==> config.mk <==
export PLATFORM = sky130hd
export DESIGN_NAME = time_set_unit
export DESIGN_NICKNAME = d
export VERILOG_FILES = /design/src/rtl/time_pkg.sv /design/src/rtl/btn_repeat.sv /design/src/rtl/time_set_unit.sv
export SDC_FILE = /design/constraint.sdc
export NUM_CORES = 1
export LEC_CHECK = 0
export BUFFER_PORTS_ARGS = -buffer_cell sky130_fd_sc_hd__buf_4
export CORE_UTILIZATION = 50
export CTS_BUF_LIST = sky130_fd_sc_hd__clkbuf_2
export CTS_CLUSTER_DIAMETER = 100
export CTS_CLUSTER_SIZE = 8
export DETAILED_ROUTE_END_ITERATION = 7
export GPL_ROUTABILITY_DRIVEN = 1
export PLACE_DENSITY = 0.7
export SKIP_CTS_REPAIR_TIMING = 1
export SYNTH_ARGS = -nofsm -noshare
export SYNTH_HDL_FRONTEND = slang
export SYNTH_SLANG_ARGS = --single-unit
==> constraint.sdc <==
create_clock -name clk -period 2.9 [get_ports clk]
set_input_delay 0.725 -clock clk [delete_from_list [all_inputs] [get_ports clk]]
set_output_delay 0.725 -clock clk [all_outputs]
set_load 0.02 [all_outputs]
==> src/rtl/time_pkg.sv <==
// Shared constants, field-select encodings and repeat-FSM states for the time-setting block.
package time_pkg;

  localparam int FIELD_W = 7;

  localparam logic [FIELD_W-1:0] SEC_MAX     = 7'd59;
  localparam logic [FIELD_W-1:0] MIN_MAX     = 7'd59;
  localparam logic [FIELD_W-1:0] HOUR_MAX_12 = 7'd11;
  localparam logic [FIELD_W-1:0] HOUR_MAX_24 = 7'd23;

  localparam logic [1:0] SEL_SEC  = 2'd0;
  localparam logic [1:0] SEL_MIN  = 2'd1;
  localparam logic [1:0] SEL_HOUR = 2'd2;
  localparam logic [1:0] SEL_AP   = 2'd3;

  typedef enum logic [1:0] {
    IDLE,
    HOLD,
    REPEAT
  } rpt_state_e;

  // One edit step inside a single field: wraps at either end, never carries.
  function automatic logic [FIELD_W-1:0] wrap_step(
    input logic [FIELD_W-1:0] val,
    input logic [FIELD_W-1:0] max,
    input logic               up
  );
    if (up) begin
      return (val >= max) ? '0 : val + FIELD_W'(1);
    end
    return (val == '0) ? max : val - FIELD_W'(1);
  endfunction

endpackage

==> src/rtl/btn_repeat.sv <==
// Press detection for the inc/dec buttons plus optional hold-to-repeat FSM.
// Auto-repeat is built only when AUTO_REPEAT_EN is defined.
module btn_repeat
  import time_pkg::*;
#(
  parameter int HOLD_CYC = 50,
  parameter int RPT_CYC  = 10
) (
  input  logic       clk,
  input  logic       rst,
  input  logic       edit,
  input  logic [1:0] sel,
  input  logic       inc,
  input  logic       dec,
  output logic       inc_act,
  output logic       dec_act
);

  logic inc_q, dec_q;
  logic inc_arm, dec_arm;
  logic inc_press, dec_press;
  logic rpt_inc, rpt_dec;

  // A button held through reset stays disarmed until it has been seen released.
  assign inc_press = edit & inc & ~dec & ~inc_q & inc_arm;
  assign dec_press = edit & dec & ~inc & ~dec_q & dec_arm;

  always_ff @(posedge clk) begin
    if (!rst) begin
      inc_q   <= 1'b0;
      dec_q   <= 1'b0;
      inc_arm <= 1'b0;
      dec_arm <= 1'b0;
      inc_act <= 1'b0;
      dec_act <= 1'b0;
    end else begin
      // NOTE: non-blocking assignments keep every register sampling the pre-edge values.
      inc_q   <= inc;
      dec_q   <= dec;
      inc_arm <= inc_arm | ~inc;
      dec_arm <= dec_arm | ~dec;
      inc_act <= inc_press | rpt_inc;
      dec_act <= dec_press | rpt_dec;
    end
  end

`ifdef AUTO_REPEAT_EN
  localparam int CNT_W = $clog2(HOLD_CYC > RPT_CYC ? HOLD_CYC : RPT_CYC);

  rpt_state_e       state, state_d;
  logic [CNT_W-1:0] cnt, cnt_d;
  logic             dir, dir_d;
  logic [1:0]       sel_q;
  logic             held;
  logic             abort;

  assign held  = dir ? dec : inc;
  assign abort = ~held | (inc & dec) | ~edit | (sel != sel_q);

  always_ff @(posedge clk) begin
    if (!rst) begin
      state <= IDLE;
      cnt   <= '0;
      dir   <= 1'b0;
      sel_q <= SEL_SEC;
    end else begin
      state <= state_d;
      cnt   <= cnt_d;
      dir   <= dir_d;
      sel_q <= sel;
    end
  end

  always_comb begin
    // NOTE: every output gets a default first so no path leaves one unassigned (no latch).
    state_d = state;
    cnt_d   = cnt;
    dir_d   = dir;
    rpt_inc = 1'b0;
    rpt_dec = 1'b0;
    if (state == IDLE || abort) begin
      // A fresh press of the other button can restart the hold in the same cycle.
      state_d = IDLE;
      if (inc_press || dec_press) begin
        state_d = HOLD;
        cnt_d   = CNT_W'(HOLD_CYC - 1);
        dir_d   = dec_press;
      end
    end else if (cnt == '0) begin
      state_d = REPEAT;
      cnt_d   = CNT_W'(RPT_CYC - 1);
      rpt_inc = ~dir;
      rpt_dec = dir;
    end else begin
      cnt_d = cnt - CNT_W'(1);
    end
  end
`else
  logic unused_cfg;

  assign rpt_inc    = 1'b0;
  assign rpt_dec    = 1'b0;
  assign unused_cfg = (^sel) ^ (HOLD_CYC > RPT_CYC);
`endif

endmodule

==> src/rtl/time_set_unit.sv <==
// Watch time register block: 1 Hz running advance with full carry chain, and
// per-field inc/dec editing. Define AUTO_REPEAT_EN to enable held-button auto-repeat.
module time_set_unit
  import time_pkg::*;
#(
  parameter bit HOUR_24  = 1'b0,
  parameter int HOLD_CYC = 50,
  parameter int RPT_CYC  = 10
) (
  input  logic               clk,
  input  logic               rst,
  input  logic               tick,
  input  logic               edit,
  input  logic [1:0]         sel,
  input  logic               inc,
  input  logic               dec,
  output logic [FIELD_W-1:0] sec,
  output logic [FIELD_W-1:0] min,
  output logic [FIELD_W-1:0] hour,
  output logic               ap,
  output logic               adj
);

  localparam logic [FIELD_W-1:0] HOUR_MAX = HOUR_24 ? HOUR_MAX_24 : HOUR_MAX_12;

  logic               inc_act, dec_act;
  logic [FIELD_W-1:0] sec_d, min_d, hour_d;
  logic               ap_d, adj_d;

  btn_repeat #(
    .HOLD_CYC(HOLD_CYC),
    .RPT_CYC (RPT_CYC)
  ) u_btn (
    .clk    (clk),
    .rst    (rst),
    .edit   (edit),
    .sel    (sel),
    .inc    (inc),
    .dec    (dec),
    .inc_act(inc_act),
    .dec_act(dec_act)
  );

  always_comb begin
    sec_d  = sec;
    min_d  = min;
    hour_d = hour;
    ap_d   = ap;
    adj_d  = 1'b0;
    if (edit) begin
      // edit and sel are taken from the cycle the action strobe is presented.
      if (inc_act || dec_act) begin
        case (sel)
          SEL_SEC: begin
            sec_d = wrap_step(sec, SEC_MAX, inc_act);
            adj_d = 1'b1;
          end
          SEL_MIN: begin
            min_d = wrap_step(min, MIN_MAX, inc_act);
            adj_d = 1'b1;
          end
          SEL_HOUR: begin
            hour_d = wrap_step(hour, HOUR_MAX, inc_act);
            adj_d  = 1'b1;
          end
          SEL_AP: begin
            if (!HOUR_24) begin
              ap_d  = ~ap;
              adj_d = 1'b1;
            end
          end
          default: ;
        endcase
      end
    end else if (tick) begin
      if (sec == SEC_MAX) begin
        sec_d = '0;
        if (min == MIN_MAX) begin
          min_d = '0;
          if (hour == HOUR_MAX) begin
            hour_d = '0;
            if (!HOUR_24) ap_d = ~ap;
          end else begin
            hour_d = hour + FIELD_W'(1);
          end
        end else begin
          min_d = min + FIELD_W'(1);
        end
      end else begin
        sec_d = sec + FIELD_W'(1);
      end
    end
  end

  always_ff @(posedge clk) begin
    if (!rst) begin
      sec  <= '0;
      min  <= '0;
      hour <= '0;
      ap   <= 1'b0;
      adj  <= 1'b0;
    end else begin
      sec  <= sec_d;
      min  <= min_d;
      hour <= hour_d;
      ap   <= ap_d;
      adj  <= adj_d;
    end
  end

endmodule

Word-level counts from Yosys, hierarchy flattened
Cells that the tools add are included.
{"block": "word_totals", "wordCells": 109, "out_inout_bits": 23, "regBits": 29}
{"block": "classes", "eq_ne": 11, "n_mux": 48, "n_lt_le_gt_ge": 3, "addsub": 6, "bitwise": 15, "reduce_logical": 15}
{"op": "two-way mux 7 bit", "n": 30}
{"op": "adder 7 x 1 -> 7 bit, second input constant", "n": 3}
{"op": "logical NOT 7 bit", "n": 3}
{"op": "subtractor 7 x 1 -> 7 bit, second input constant", "n": 3}
{"op": "two-way mux 1 bit", "n": 18}
{"op": "== test 7 x 6 -> 1 bit, second input constant", "n": 2}
{"op": ">= comparator 7 x 6 -> 1 bit, second input constant", "n": 2}
{"op": "!= test 2 x 1 -> 1 bit, second input constant", "n": 5}
{"op": "bitwise AND 1 bit", "n": 8}
{"op": "nonzero test 2 bit", "n": 4}
{"op": "== test 7 x 4 -> 1 bit, second input constant", "n": 1}
{"op": ">= comparator 7 x 4 -> 1 bit, second input constant", "n": 1}
{"op": "AND reduction 3 bit", "n": 2}
{"op": "AND reduction 6 bit", "n": 1}
{"op": "inverter 1 bit", "n": 5}
{"op": "AND reduction 5 bit", "n": 1}
{"op": "== test 2 bit, second input constant", "n": 2}
{"op": "AND reduction 4 bit", "n": 1}
{"op": "OR reduction 4 bit", "n": 1}
{"op": "== test 2 x 1 -> 1 bit, second input constant", "n": 1}
{"op": "logical NOT 2 bit", "n": 1}
{"op": "OR 1 bit", "n": 2}
{"op": "logical OR 1 bit", "n": 1}

Depth between registers and ports, before layout
{"block": "depth", "ltp_word": 8, "mapped_depth": 8}

Cells and area by module
A second synthesis with hierarchy kept.
{"block": "unflattened", "cells_unflattened": 318, "area_unflattened_um2": 2368.5}
{"mod": "time_set_unit", "cells_per_inst": 301, "instances": 1, "area_per_inst_um2": 2184.6}
{"mod": "btn_repeat", "cells_per_inst": 17, "instances": 1, "area_per_inst_um2": 183.9}

Least setup slack after synthesis
Ideal clock, no wire load.
{"block": "synth_path", "kind": "reg-to-reg", "start": "register sec[1]", "end": "register hour[4]", "synth_period_minus_slack_ns": 2.222, "setup_time_ns": 0.101, "n_path_buf": 1, "arrival_time_ns": 2.121, "stages_incl_launch_ff": 8, "slack_ns": 0.678, "t_required_ns": 2.799, "cell_sequence": "dfxtp_1 -> ha_1 -> nand4_4 -> nor4_4 -> a21oi_2 -> or2_0 -> buf_2 -> o41ai_1"}
{"block": "synth_between", "elab_chain_cells": 3}
{"item": "start: declaration", "line": "time_set_unit.sv:17", "text": "output logic [FIELD_W-1:0] sec,"}
{"item": "start signal: assignment", "line": "time_set_unit.sv:97", "text": "sec <= '0;"}
{"item": "start signal: assignment", "line": "time_set_unit.sv:103", "text": "sec <= sec_d;"}
{"item": "== test 7 x 6 -> 1 bit", "line": "time_set_unit.sv:76", "text": "if (sec == SEC_MAX) begin"}
{"item": "nonzero test 2 bit (no source line)"}
{"item": "AND reduction 5 bit (no source line)"}
{"item": "end signal: assignment", "line": "time_set_unit.sv:105", "text": "hour <= hour_d;"}
{"item": "end: declaration", "line": "time_set_unit.sv:19", "text": "output logic [FIELD_W-1:0] hour,"}
Every way passes these cells.
A chain may end at the register's enable or synchronous reset.

Worst setup path in the final report
{"block": "layout_path", "start": "register sec[0]", "end": "register hour[4]"}
Same word-level chain as after synthesis.

==> metrics.md <==
| Metric | Value |
|---|---|
| Proportion of layout cells with a drive suffix above 1 | `roughly 17%` |
| Die area | `just under 0.005 mm2` |
| Antenna-violating nets left | `0` |
| Max IR drop VDD | `just under 0.3 mV` |
| Register Area | `a little under 600 um2` |
| IO Port Bufs | `30` |
| CTS tree | `done` |
| Final period util | `between 80% and 90%` |
| Clock sinks | `29` |
| Slew @ Worst Pin | `0.836 ns` |
| Final instance area | `0.00260 mm2` |
| Total gr overflow | `0` |
| Yosys reg bits | `29` |
| Vias in the first global route | `between 2,000 and 2,500` |
| Type of the worst setup path | `reg -> reg` |
| DP Area | `between 0.002 and 0.003 mm2` |
| Synth-to-layout area growth | `11.8%` |
| Initial DRC count | `between 200 and 250` |
| HP Class | `reg -> reg` |
| WL/cell | `15.6 um` |
| Post-synthesis sequential area ratio | `25.0%` |
| Final Max Tran Viols | `0` |
| Status | `complete, no violations` |
| R2r startpoint | `sec[0]` |
| CP startpoint | `sec[0]` |
| Worst EP required | `~3.2 ns` |
| Row count | `24` |
| Clock root cell | `clkbuf_2` |
| Maxcap violations | `0` |
| # diodes | `0` |
| XOR/XNOR share of the synthesized area | `under 10%` |
| Post-Synthesis Cells | `313` |
| Mux cell area share after synthesis | `0.431%` |
| Synth Area in Adders | `~4.3%` |
| Syn avg cell area | `between 7 and 8 um2` |
| Commonest non-fill, non-tap cell in the layout | `buf_4` |
| Compound-gate portion of the synthesized area | `about a third` |
| Ys Warns | `0` |
| Wire length of the first global-routing pass | `about 10,000 um` |
| Die W | `between 70 and 80 um` |
| RSZ-0062 raised after global routing | `no` |
| # placed instances | `approximately 370` |
| 1st-pass router iterations | `6` |
| Final setup fails | `0` |
| Detailed Route WL | `between 5000 and 6000 um` |
| HPWL reported at the end of detailed placement | `4160 um` |
| Core area | `between 0.004 and 0.005 mm2` |
| Io pins | `31` |
| GPL Wtd Cong | `roughly 0.90` |
| DR vias | `approximately 2,400` |
| # fillers | `between 400 and 500` |
| Final nets | `344` |
| Lkg Pwr | `roughly 1 nW` |
| TritonCTS Buffers | `5` |
| Asr flop ratio synth | `0%` |
| Final core utilization | `58.8%` |
| Setup TNS | `0 ns` |
| Commonest cells after routing, fill and taps aside | `buf_4 (35), dfxtp_1 (29), nor2_1 (27), a21oi_1 (26), o21ai_0 (25)` |
| Total track usage | `around 26%` |
| Die H | `70.2 um` |
| CTS max path bufs | `2` |
| Yosys cell types | `just under 60` |
| DRC | `0` |
| Critical path peak fanout | `11` |
| Post-route minimum period | `~2.5 ns` |
| Most used DFF post-synth | `dfxtp_1` |
| Footprint of the multi-input gates | `approximately 0.0016 mm2` |
| Worst Skew | `0.0112 ns` |
| Worst rel slew slack | `around 44%` |
| Post-synth design cell area | `0.00232 mm2` |
| Via density | `~6.4` |
| Largest family of logic cells by synthesized area | `compound AO/OA/AOI/OAI gates` |
| CTS H-tree lvls | `2` |
| Final Instance Count excl. Fillers | `381` |
| Pwr dens | `370 mW/mm2` |
| Post-synth EDFFs | `0` |
| Reg clk slew, reported paths | `roughly 0.18 ns` |
| Initial antenna violation count | `0` |
| Initial Util | `52.6%` |
| Arrival time at the worst endpoint | `2.85 ns` |
| Syn_nets | `329` |
| Largest net degree at the start of global routing | `31` |
| Crit end category | `flop` |
| Startpoint class of the critical path | `flop` |
| Post-synthesis simple-gate area fraction | `between 20% and 30%` |
| FMAX | `a little under 400 MHz` |
| Worst-Skew Late Latency | `around 0.38 ns` |
| Hold_sp | `u_btn.inc_q` |
| Final-report hold violation count | `0` |
[path summary, 6_finish.rpt]
check	endpoint	slack (ns)	cells past startpoint
setup / recovery	hour[4]	0.36	6
hold / removal	u_btn.inc_act	0.40	1
setup reg to reg	hour[4]	0.36	6
hold reg to reg	u_btn.inc_act	0.40	1
[cell usage after synthesis (2+ instances only)]
master / n / share of area [%]
buf_2: 6 / 1.3
xor2_1: 5 / 1.9
and3_1: 7 / 1.9
nor2b_1: 4 / 1.1
a211o_1: 2 / 0.75
nand3_1: 10 / 2.2
inv_1: 14 / 2.3
nor4_1: 8 / 2.2
o21ai_0: 25 / 5.4
o21a_1: 2 / 0.65
o221ai_1: 2 / 0.75
and2_1: 3 / 0.81
nor3b_1: 4 / 1.3
o311ai_0: 10 / 3.8
or4_1: 2 / 0.65
o31ai_1: 6 / 1.9
buf_4: 2 / 0.65
or3_1: 6 / 1.6
nand3b_1: 3 / 0.97
xnor2_1: 3 / 1.1
nor2_1: 27 / 4.4
a32oi_1: 2 / 0.75
ha_1: 8 / 4.3
a21oi_1: 26 / 5.6
clkbuf_1: 17 / 2.7
a31oi_1: 15 / 4.0
nor3_1: 13 / 2.8
o211ai_1: 2 / 0.65
o22ai_1: 4 / 1.1
nand2_1: 19 / 3.1
dfxtp_1: 29 / 25
[kinds of logic (layout without fill, tap and decap cells)]
family                     Yosys count  count (layout)
buffers and inverters               41              57
muxes                                1               1
adders and majority gates            8               8
DFF                                 29              29
xor gates and xnor gates             8               8
AOI/OAI and AO/OA                  110             110
and+or+nand+nor                    116             116
[worst max-delay path: stages (launching register included)]
cell and delay (ns):
dfxtp_1 0.58, ha_1 0.41, nand4_4 0.16, nor4_4 0.38
a21oi_2 0.20, or2_0 0.39, o41ai_1 0.33
[registers in the layout, summed over array words and instances (netlist names)]
| name | cells |
|---|---|
| adj | 1 |
| sec | 7 |
| u_btn.dec_q | 1 |
| ap | 1 |
| hour | 7 |
| u_btn.dec_arm | 1 |
| u_btn.inc_arm | 1 |
| u_btn.dec_act | 1 |
| min | 7 |
| u_btn.inc_q | 1 |
| u_btn.inc_act | 1 |
[metal layers]
layer	wire [um]	track usage, %
met5	0	0
met4	95	11.3
met3	418	4.76
met2	2810	40.4
met1	2630	34.3
[power by group]
part	switching (mW)	total [mW]	leakage, nW	internal (mW)
sequential	0.0312	0.445	0.236	0.414
combinational	0.120	0.203	0.727	0.0828
clock	0.167	0.313	0.0392	0.147
[final cells by class]
type / instances / area share [%]
clock buffer: 5 / 0.963
clock inverter: 3 / 1.78
inverter: 14 / 2.02
multi-input combinational: 243 / 60.3
sequential: 29 / 22.4
tap: 52 / 2.50
timing repair buffer: 35 / 10.1
[metrics by stage]
stage               worst slack (ns)  power, mW  hold slack [ns]
floorplan                      0.678      0.595            0.372
global placement               0.425      0.652            0.377
detailed placement             0.311      0.654            0.378
CTS                            0.364      0.970            0.403
global route                  0.0538       1.02            0.438
finish                         0.355      0.961            0.401
(Power assumes the default switching activity.)
